==> config.mk <==
export PLATFORM = sky130hd
export DESIGN_NAME = key_speed_ctrl
export DESIGN_NICKNAME = d
export VERILOG_FILES = /design/src/rtl/key_speed_ctrl.sv
export SDC_FILE = /design/constraint.sdc
export NUM_CORES = 1
export LEC_CHECK = 0
export CELL_PAD_IN_SITES_DETAIL_PLACEMENT = 2
export CELL_PAD_IN_SITES_GLOBAL_PLACEMENT = 2
export CORE_UTILIZATION = 39
export DETAILED_ROUTE_END_ITERATION = 8
export DONT_BUFFER_PORTS = 1
export PLACE_DENSITY = 0.89
export SYNTH_ARGS = -nofsm -noshare
export SYNTH_HDL_FRONTEND = slang
export SYNTH_HIERARCHICAL = 1
export SYNTH_SLANG_ARGS = --single-unit
export TNS_END_PERCENT = 30
==> constraint.sdc <==
create_clock -name i_clk -period 2.6 [get_ports i_clk]
set_input_delay 0.52 -clock i_clk [delete_from_list [all_inputs] [get_ports i_clk]]
set_output_delay 0.52 -clock i_clk [all_outputs]
set_load 0.01 [all_outputs]
==> src/rtl/key_speed_ctrl.sv <==
// Speed-key front end: per-key synchronizer, debounce and step/auto-repeat FSM
// feeding a saturating 4-bit playback speed register (7 = 1x).

module key_speed_key_path #(
  parameter int DEBOUNCE_CYC  = 500000,
  parameter int REPEAT_DELAY  = 25000000,
  parameter int REPEAT_PERIOD = 10000000
) (
  input  logic clk_i,
  input  logic rst_i,
  input  logic key_n_i,
  input  logic lock_i,
  output logic step_o
);
  localparam int DB_W     = (DEBOUNCE_CYC > 1) ? $clog2(DEBOUNCE_CYC) : 1;
  localparam int HOLD_MAX = (REPEAT_DELAY > REPEAT_PERIOD) ? REPEAT_DELAY : REPEAT_PERIOD;
  localparam int HOLD_W   = (HOLD_MAX > 1) ? $clog2(HOLD_MAX) : 1;
  localparam logic [DB_W-1:0]   DB_LAST = DB_W'(DEBOUNCE_CYC - 1);
  localparam logic [HOLD_W-1:0] RD_LAST = HOLD_W'(REPEAT_DELAY - 1);
  localparam logic [HOLD_W-1:0] RP_LAST = HOLD_W'(REPEAT_PERIOD - 1);

  typedef enum logic [1:0] {ST_IDLE, ST_DELAY, ST_REPEAT} state_t;

  logic              sync1_q, sync2_q;
  logic              c_q, c_d;
  logic [DB_W-1:0]   db_cnt_q, db_cnt_d;
  state_t            state_q, state_d;
  logic [HOLD_W-1:0] hold_q, hold_d;
  logic              step_q, step_d;

  // Debounce: the clean level only follows after DEBOUNCE_CYC disagreeing samples.
  always_comb begin
    c_d      = c_q;
    db_cnt_d = db_cnt_q;
    if (sync2_q == c_q) begin
      db_cnt_d = '0;
    end else if (db_cnt_q == DB_LAST) begin
      c_d      = sync2_q;
      db_cnt_d = '0;
    end else begin
      db_cnt_d = db_cnt_q + DB_W'(1);
    end
  end

  always_comb begin
    state_d = state_q;
    hold_d  = hold_q;
    step_d  = 1'b0;
    case (state_q)
      ST_IDLE: begin
        if (c_q) begin
          state_d = ST_DELAY;
          hold_d  = '0;
          step_d  = 1'b1;
        end
      end
      ST_DELAY: begin
        if (!c_q) begin
          state_d = ST_IDLE;
          hold_d  = '0;
        end else if (REPEAT_DELAY != 0) begin
          if (hold_q == RD_LAST) begin
            state_d = ST_REPEAT;
            hold_d  = '0;
            step_d  = 1'b1;
          end else begin
            hold_d = hold_q + HOLD_W'(1);
          end
        end
      end
      ST_REPEAT: begin
        if (!c_q) begin
          state_d = ST_IDLE;
          hold_d  = '0;
        end else if (hold_q == RP_LAST) begin
          hold_d = '0;
          step_d = 1'b1;
        end else begin
          hold_d = hold_q + HOLD_W'(1);
        end
      end
      default: begin
        state_d = ST_IDLE;
        hold_d  = '0;
      end
    endcase
  end

  always_ff @(posedge clk_i) begin
    if (rst_i) begin
      sync1_q  <= 1'b0;
      sync2_q  <= 1'b0;
      c_q      <= 1'b0;
      db_cnt_q <= '0;
      state_q  <= ST_IDLE;
      hold_q   <= '0;
      step_q   <= 1'b0;
    end else begin
      sync1_q  <= ~key_n_i;
      sync2_q  <= sync1_q;
      c_q      <= c_d;
      db_cnt_q <= db_cnt_d;
      state_q  <= state_d;
      hold_q   <= hold_d;
      // The FSM keeps tracking the key in record mode; only the pulse is muted.
      step_q   <= step_d & ~lock_i;
    end
  end

  assign step_o = step_q;
endmodule

module key_speed_ctrl #(
  parameter int DEBOUNCE_CYC  = 500000,
  parameter int REPEAT_DELAY  = 25000000,
  parameter int REPEAT_PERIOD = 10000000
) (
  input  logic       i_clk,
  input  logic       i_rst,
  input  logic       i_key_up_n,
  input  logic       i_key_dn_n,
  input  logic       i_lock,
  input  logic       i_clr,
  output logic [3:0] o_speed,
  output logic       o_changed,
  output logic       o_up_step,
  output logic       o_dn_step
);
  localparam logic [3:0] SPEED_1X  = 4'd7;
  localparam logic [3:0] SPEED_MAX = 4'd14;

  logic       up_step, dn_step;
  logic [3:0] speed_q, speed_d;
  logic       changed_q;

  key_speed_key_path #(
    .DEBOUNCE_CYC (DEBOUNCE_CYC),
    .REPEAT_DELAY (REPEAT_DELAY),
    .REPEAT_PERIOD(REPEAT_PERIOD)
  ) u_up (
    .clk_i  (i_clk),
    .rst_i  (i_rst),
    .key_n_i(i_key_up_n),
    .lock_i (i_lock),
    .step_o (up_step)
  );

  key_speed_key_path #(
    .DEBOUNCE_CYC (DEBOUNCE_CYC),
    .REPEAT_DELAY (REPEAT_DELAY),
    .REPEAT_PERIOD(REPEAT_PERIOD)
  ) u_dn (
    .clk_i  (i_clk),
    .rst_i  (i_rst),
    .key_n_i(i_key_dn_n),
    .lock_i (i_lock),
    .step_o (dn_step)
  );

  always_comb begin
    speed_d = speed_q;
    if (i_lock || i_clr) begin
      speed_d = SPEED_1X;
    end else if (up_step && dn_step) begin
      speed_d = speed_q;
    end else if (up_step) begin
      speed_d = (speed_q >= SPEED_MAX) ? SPEED_MAX : speed_q + 4'd1;
    end else if (dn_step) begin
      speed_d = (speed_q == 4'd0) ? 4'd0 : speed_q - 4'd1;
    end
  end

  always_ff @(posedge i_clk) begin
    if (i_rst) begin
      speed_q   <= SPEED_1X;
      changed_q <= 1'b0;
    end else begin
      speed_q   <= speed_d;
      changed_q <= (speed_d != speed_q);
    end
  end

  assign o_speed   = speed_q;
  assign o_changed = changed_q;
  assign o_up_step = up_step;
  assign o_dn_step = dn_step;
endmodule

======== Word level (Yosys, flattened, before mapping) ========
Cells that the tools add are included.
cells by class
  reduce and logical (&&, ||, !) cells .... 11
  order comparisons ....................... 1
  $add $sub $neg .......................... 6
  muxes and demuxes ....................... 40
  bitwise gates (word level) .............. 7
  equal/unequal tests ..................... 19
operators with widths
  kind                     count
  $mux W25                 10
  $pmux W25 S3             2
  $add A25 B1 Y25 const B  2
  $eq A25 B24 Y1 const B   2
  $eq A25 B25 Y1 const B   2
  $add A19 B1 Y19 const B  2
  $eq A19 B19 Y1 const B   2
  $mux W4                  6
  $mux W2                  8
  $pmux W2 S3              2
  $mux W1                  10
  $ne A3 B3 Y1 const B     2
  $pmux W1 S3              2
  $reduce_and A3 Y1        2
  $reduce_or A3 Y1         2
  $not A1 Y1               5
  $add A4 B1 Y4 const B    1
  $eq A2 B1 Y1 const B     2
  $eq A2 B2 Y1 const B     2
  $ge A4 B4 Y1 const B     1
  $logic_not A2 Y1         2
  $logic_not A4 Y1         1
  $ne A2 B1 Y1 const B     2
  $ne A2 B2 Y1 const B     2
  other kinds (7)          10
word-level totals
  flip-flop bits (word level) ............. 105
  output and inout bits ................... 7

======== Logic depth before layout (Yosys ltp) ========
  word-level depth ........................ 7
  gate-level depth with buffers ........... 9
  depth with buffers taken out ............ 7

======== By module ========
Netlist, hierarchy kept.
modules (own cells, without submodules)
  module                     sequential area each (um^2)  instances  area an instance (um^2)  cells each
  key_speed_key_path (u_dn)  1001.0                       1          2560.0                   299
  key_speed_key_path (u_up)  1001.0                       1          2514.9                   302
  key_speed_ctrl             100.1                        1          474.2                    61

======== Worst setup path after synthesis ========
No wires, ideal clock.
  kind .................................... register to register
  start point ............................. register u_up.hold_q[0]
  end point ............................... register u_up.hold_q[21]
  arrival ................................. 1.968 ns
  data required time ...................... 2.474 ns
  library setup time ...................... 0.126 ns
  period minus slack after synthesis ...... 2.094 ns
  stages on the path, launching flop included .. 10
  path buffers ............................ 2
  slack ................................... 0.506 ns
  cell sequence ........................... dfxtp_1 ha_1 and3_1 nand3_1 o41ai_4 a211oi_2 buf_6 buf_6 o211ai_1 o41ai_1
on the way
  word-level cells in the longest chain between the ends .. 4
RTL lines
  element                                        RTL line  RTL
  start, declared                                28        logic [HOLD_W-1:0] hold_q, hold_d;
  start signal, assigned                         104       hold_q <= hold_d;
  $add A25 B1 Y25, or another cell as far along  67, 79
  $mux W25 (on tied branches)                    75, 62
  $mux W25 (on tied branches)                    72, 58
  $pmux W25 S3 (*)                               49        case (state_q)
Mark *: on every way between the ends. The rest lies on a longest branch, timed or not.
A chain may end at the register's enable or synchronous reset.

======== Final worst setup path ========
  start point ............................. register u_dn.hold_q[0]
  end point ............................... register u_dn.state_q[0]
on the way
  word-level cells in the longest chain between the ends .. 3
RTL lines
  element                             RTL line  RTL
  start, declared                     28
  start signal, assigned              104
  $eq A25 B25 Y1                      62        if (hold_q == RD_LAST) begin
  $ne A3 B3 Y1 (no source line)       -
  $reduce_and A3 Y1 (no source line)  -
  end signal, assigned                103       state_q <= state_d;
  end, declared                       27        state_t state_q, state_d;
Every way passes these cells.

==> results.sh <==
export IMPL_fill_cells=1551
export IMPL_number_of_unique_standard_cell_types_used_by_synthesis=70
export IMPL_num_antenna_cells=0
export IMPL_timing_worst_setup_path_type="reg -> reg"
export IMPL_detail_route_first_pass_iterations=4
export IMPL_via_per_inst=6.089
export IMPL_detail_route_drc_violations=0
export IMPL_syn_nets=683
export IMPL_yosys_warnings=6
export IMPL_drive_above_1_share=0.07262
export IMPL_post_place_cells=824
export IMPL_finalHoldViolCount=0
export IMPL_max_cap_viol=0
export IMPL_clock_path_buffers=2
export IMPL_clockRootBuffer="sky130_fd_sc_hd__clkbuf_16"
export IMPL_die_area_um2=14710
export IMPL_cp_start_kind="register"
export IMPL_clk_insertion_delay_late_ns=0.36
export IMPL_multi_input_gate_area_um2=3271
export IMPL_cts_buf_count=9
export IMPL_power_report_internal_total_mw=2.385
export IMPL_highest_net_fanout_along_the_worst_path=5
export IMPL_p_clk_frac=0.458
export IMPL_grt_start_max_net_pins=29
export IMPL_min_period_over_period=0.9866
export IMPL_floorplan_die_height_um=121.3
export IMPL_worst_ep_required_time_ns=2.89
export IMPL_comb_power_share=0.015
export IMPL_worstMarginPinSlew_ns=0.6219
export IMPL_drt_antenna_violating_nets=0
export IMPL_synth_edf_count=0
export IMPL_clkSinkCount=105
export IMPL_grtUsageTotal=0.2516
export IMPL_detailed_place_hpwl_um=11470
export IMPL_synth_yosys_seq_area_share=0.3788
export IMPL_run_status="complete, no violations"
export IMPL_async_flop_share=0
export IMPL_postRouteWirelength_um=18010
export IMPL_global_route_overflow_total=0
export IMPL_report_power_total_mw=3.063
export IMPL_fin_skew_ns=0.01121
export IMPL_min_path_type="in -> reg"
export IMPL_p_sw_frac=0.2215
export IMPL_fp_dieW_um=121.3
export IMPL_finalMaxSlewViolations=0
export IMPL_final_cells=841
export IMPL_max_vdd_ir_drop_v=0.0002629
export IMPL_floorplan_initialDensity=0.3998
export IMPL_cts_tree="built"
export IMPL_synth_seq_cells=105
export IMPL_pwr_share_seq=0.527
export IMPL_power_per_cell_area_nw_per_um2=509.1
export IMPL_synthCells=662
export IMPL_layout_min_cycle_time_ns=2.565
export IMPL_power_leakage_nw=1.994
export IMPL_cts_max_level=3
export IMPL_max_freq_ghz=0.3899
export IMPL_setup_violations_final=0
export IMPL_area_of_the_core_region_um2=13880
export IMPL_first_global_vias=5718
export IMPL_grt_antenna_before_repair=0
export IMPL_clk_pin_slew_worst_paths_ns=0.07
export IMPL_ys_dominant_reg_cell="sky130_fd_sc_hd__dfxtp_1"
export IMPL_row_count=43
export IMPL_drt_iter0_drc=318
export IMPL_setup_worst_path_end_class="register"
export IMPL_num_io_pins=13
export IMPL_cp_arrival_ns=2.86
export IMPL_synth_area_um2=5549
export IMPL_switchingPower_mw=0.6785
export IMPL_route_detailed_wl_per_inst_um=21.42
export IMPL_io_buffer_count=0
export IMPL_regArea_um2=2102
export IMPL_gp_congestion=0.7991
export IMPL_route_vias_total=5121
export IMPL_synth_area_per_cell_um2=8.382
export IMPL_area_growth_synth_to_final_pct=8.433
export IMPL_finalNetCount=677
export IMPL_grt_pass1_wl_um=28830
export IMPL_timing_max_slew_rel_slack=0.5848
[placed cells by master (no fill, tap or decap), types with 17 or more instances in the layout]
cell type	instances
sky130_fd_sc_hd__a21oi_1	32
sky130_fd_sc_hd__nor2_1	84
sky130_fd_sc_hd__o21ai_0	23
sky130_fd_sc_hd__dfxtp_1	105
sky130_fd_sc_hd__nand3_1	43
sky130_fd_sc_hd__xor2_1	25
sky130_fd_sc_hd__nand2_1	67
sky130_fd_sc_hd__xnor2_1	17
sky130_fd_sc_hd__a31oi_1	26
sky130_fd_sc_hd__nand4_1	23
[metal layers]
| metal | share of wire | track usage | up-vias |
|---|---|---|---|
| met1 | 0.43 | 0.2860 | 2611 |
| met3 | 0.024 | 0.04276 | 42 |
| met4 | 0.030 | 0.1335 | 0 |
| li1 | - | - | 2388 |
| met5 | 0 | 0 | - |
| met2 | 0.52 | 0.4460 | 80 |
[metrics by stage]
stage / hold WS [ns] / setup slack, ns / utilization / instance area [um^2] / TNS (ns)
CTS: 0.2097 / 0.06754 / 0.4302 / 5972 / 0
floorplan: 0.4138 / 0.5062 / - / 5549 / 0
global placement: 0.4274 / 0.3323 / 0.4084 / 5669 / 0
finish: 0.2204 / 0.03493 / 0.4335 / 6017 / 0
detailed placement: 0.4366 / 0.1699 / 0.4084 / 5669 / 0
global route: 0.2152 / -0.04464 / 0.4335 / 6017 / -0.09932
[worst max-delay path, cell delays in order, from the launching register on]
cell	delay (ns)
sky130_fd_sc_hd__dfxtp_1	0.43
sky130_fd_sc_hd__ha_2	0.26
sky130_fd_sc_hd__and4_1	0.29
sky130_fd_sc_hd__nand2_1	0.20
sky130_fd_sc_hd__or4_4	0.58
sky130_fd_sc_hd__a21oi_2	0.22
sky130_fd_sc_hd__mux2_1	0.37
sky130_fd_sc_hd__a21oi_1	0.15
[cell usage after synthesis, drive strengths merged, types with 13 or more instances]
master | count | share of area
a21oi | 33 | 0.030
a31oi | 27 | 0.033
buf | 15 | 0.022
dfxtp | 105 | 0.38
ha | 15 | 0.034
inv | 13 | 0.0088
nand2 | 67 | 0.045
nand3 | 44 | 0.040
nand4 | 23 | 0.026
nor2 | 84 | 0.057
nor3 | 16 | 0.016
o21ai | 25 | 0.023
xnor2 | 17 | 0.027
xor2 | 25 | 0.039
[registers in the layout, indices dropped and copies added, names as in the netlist, 2 cells and up]
register and flops:
o_speed 4, u_dn/db_cnt_q 19, u_dn/hold_q 25, u_dn/state_q 2
u_up/db_cnt_q 19, u_up/hold_q 25, u_up/state_q 2
[final timing paths]
path                                     start              end  slack (ns)  cells past startpoint
worst min-delay path                i_key_dn_n     u_dn/sync1_q        0.22                      1
worst max-delay path            u_dn/hold_q[0]  u_dn/state_q[0]        0.03                      7
worst max register to register  u_dn/hold_q[0]  u_dn/state_q[0]        0.03                      7
worst min register to register    u_dn/sync1_q     u_dn/sync2_q        0.45                      1
[repair_timing]
item / 4_1_cts / 5_1_grt
resized for setup: 0 / 5
hold buffers: 0 / 0
buffers inserted: 0 / 1
endpoints found under the setup margin: 0 / 7
[power groups by stage]
stage	Combinational, mW	Clock (mW)	Sequential [mW]
floorplan	0.0375	0	1.65
global placement	0.0422	0	1.65
detailed placement	0.0448	0	1.65
CTS	0.0465	1.43	1.61
global route	0.0507	1.50	1.61
finish	0.0466	1.40	1.61
[logic make-up (layout without fill, tap and decap cells)]
logic type	Yosys count	after routing	share of synthesized area
buffers and inverters	39	38	0.03856
DFF	105	105	0.3788
AOI/OAI and AO/OA	134	134	0.1678
xor gates and xnor gates	42	42	0.06629
adders and majority gates	15	15	0.03382
and+or+nand+nor	320	320	0.3019
muxes	7	7	0.01285
[area by class of cell]
cell class | instances | share of cell area
tap | 180 | 0.03743
inverter | 13 | 0.008110
clock buffer | 13 | 0.04658
multi-input combinational | 518 | 0.5436
clock inverter | 3 | 0.003743
sequential | 105 | 0.3493
timing repair buffer | 9 | 0.01123
No activity file was read; power rests on OpenSTA's default activity.
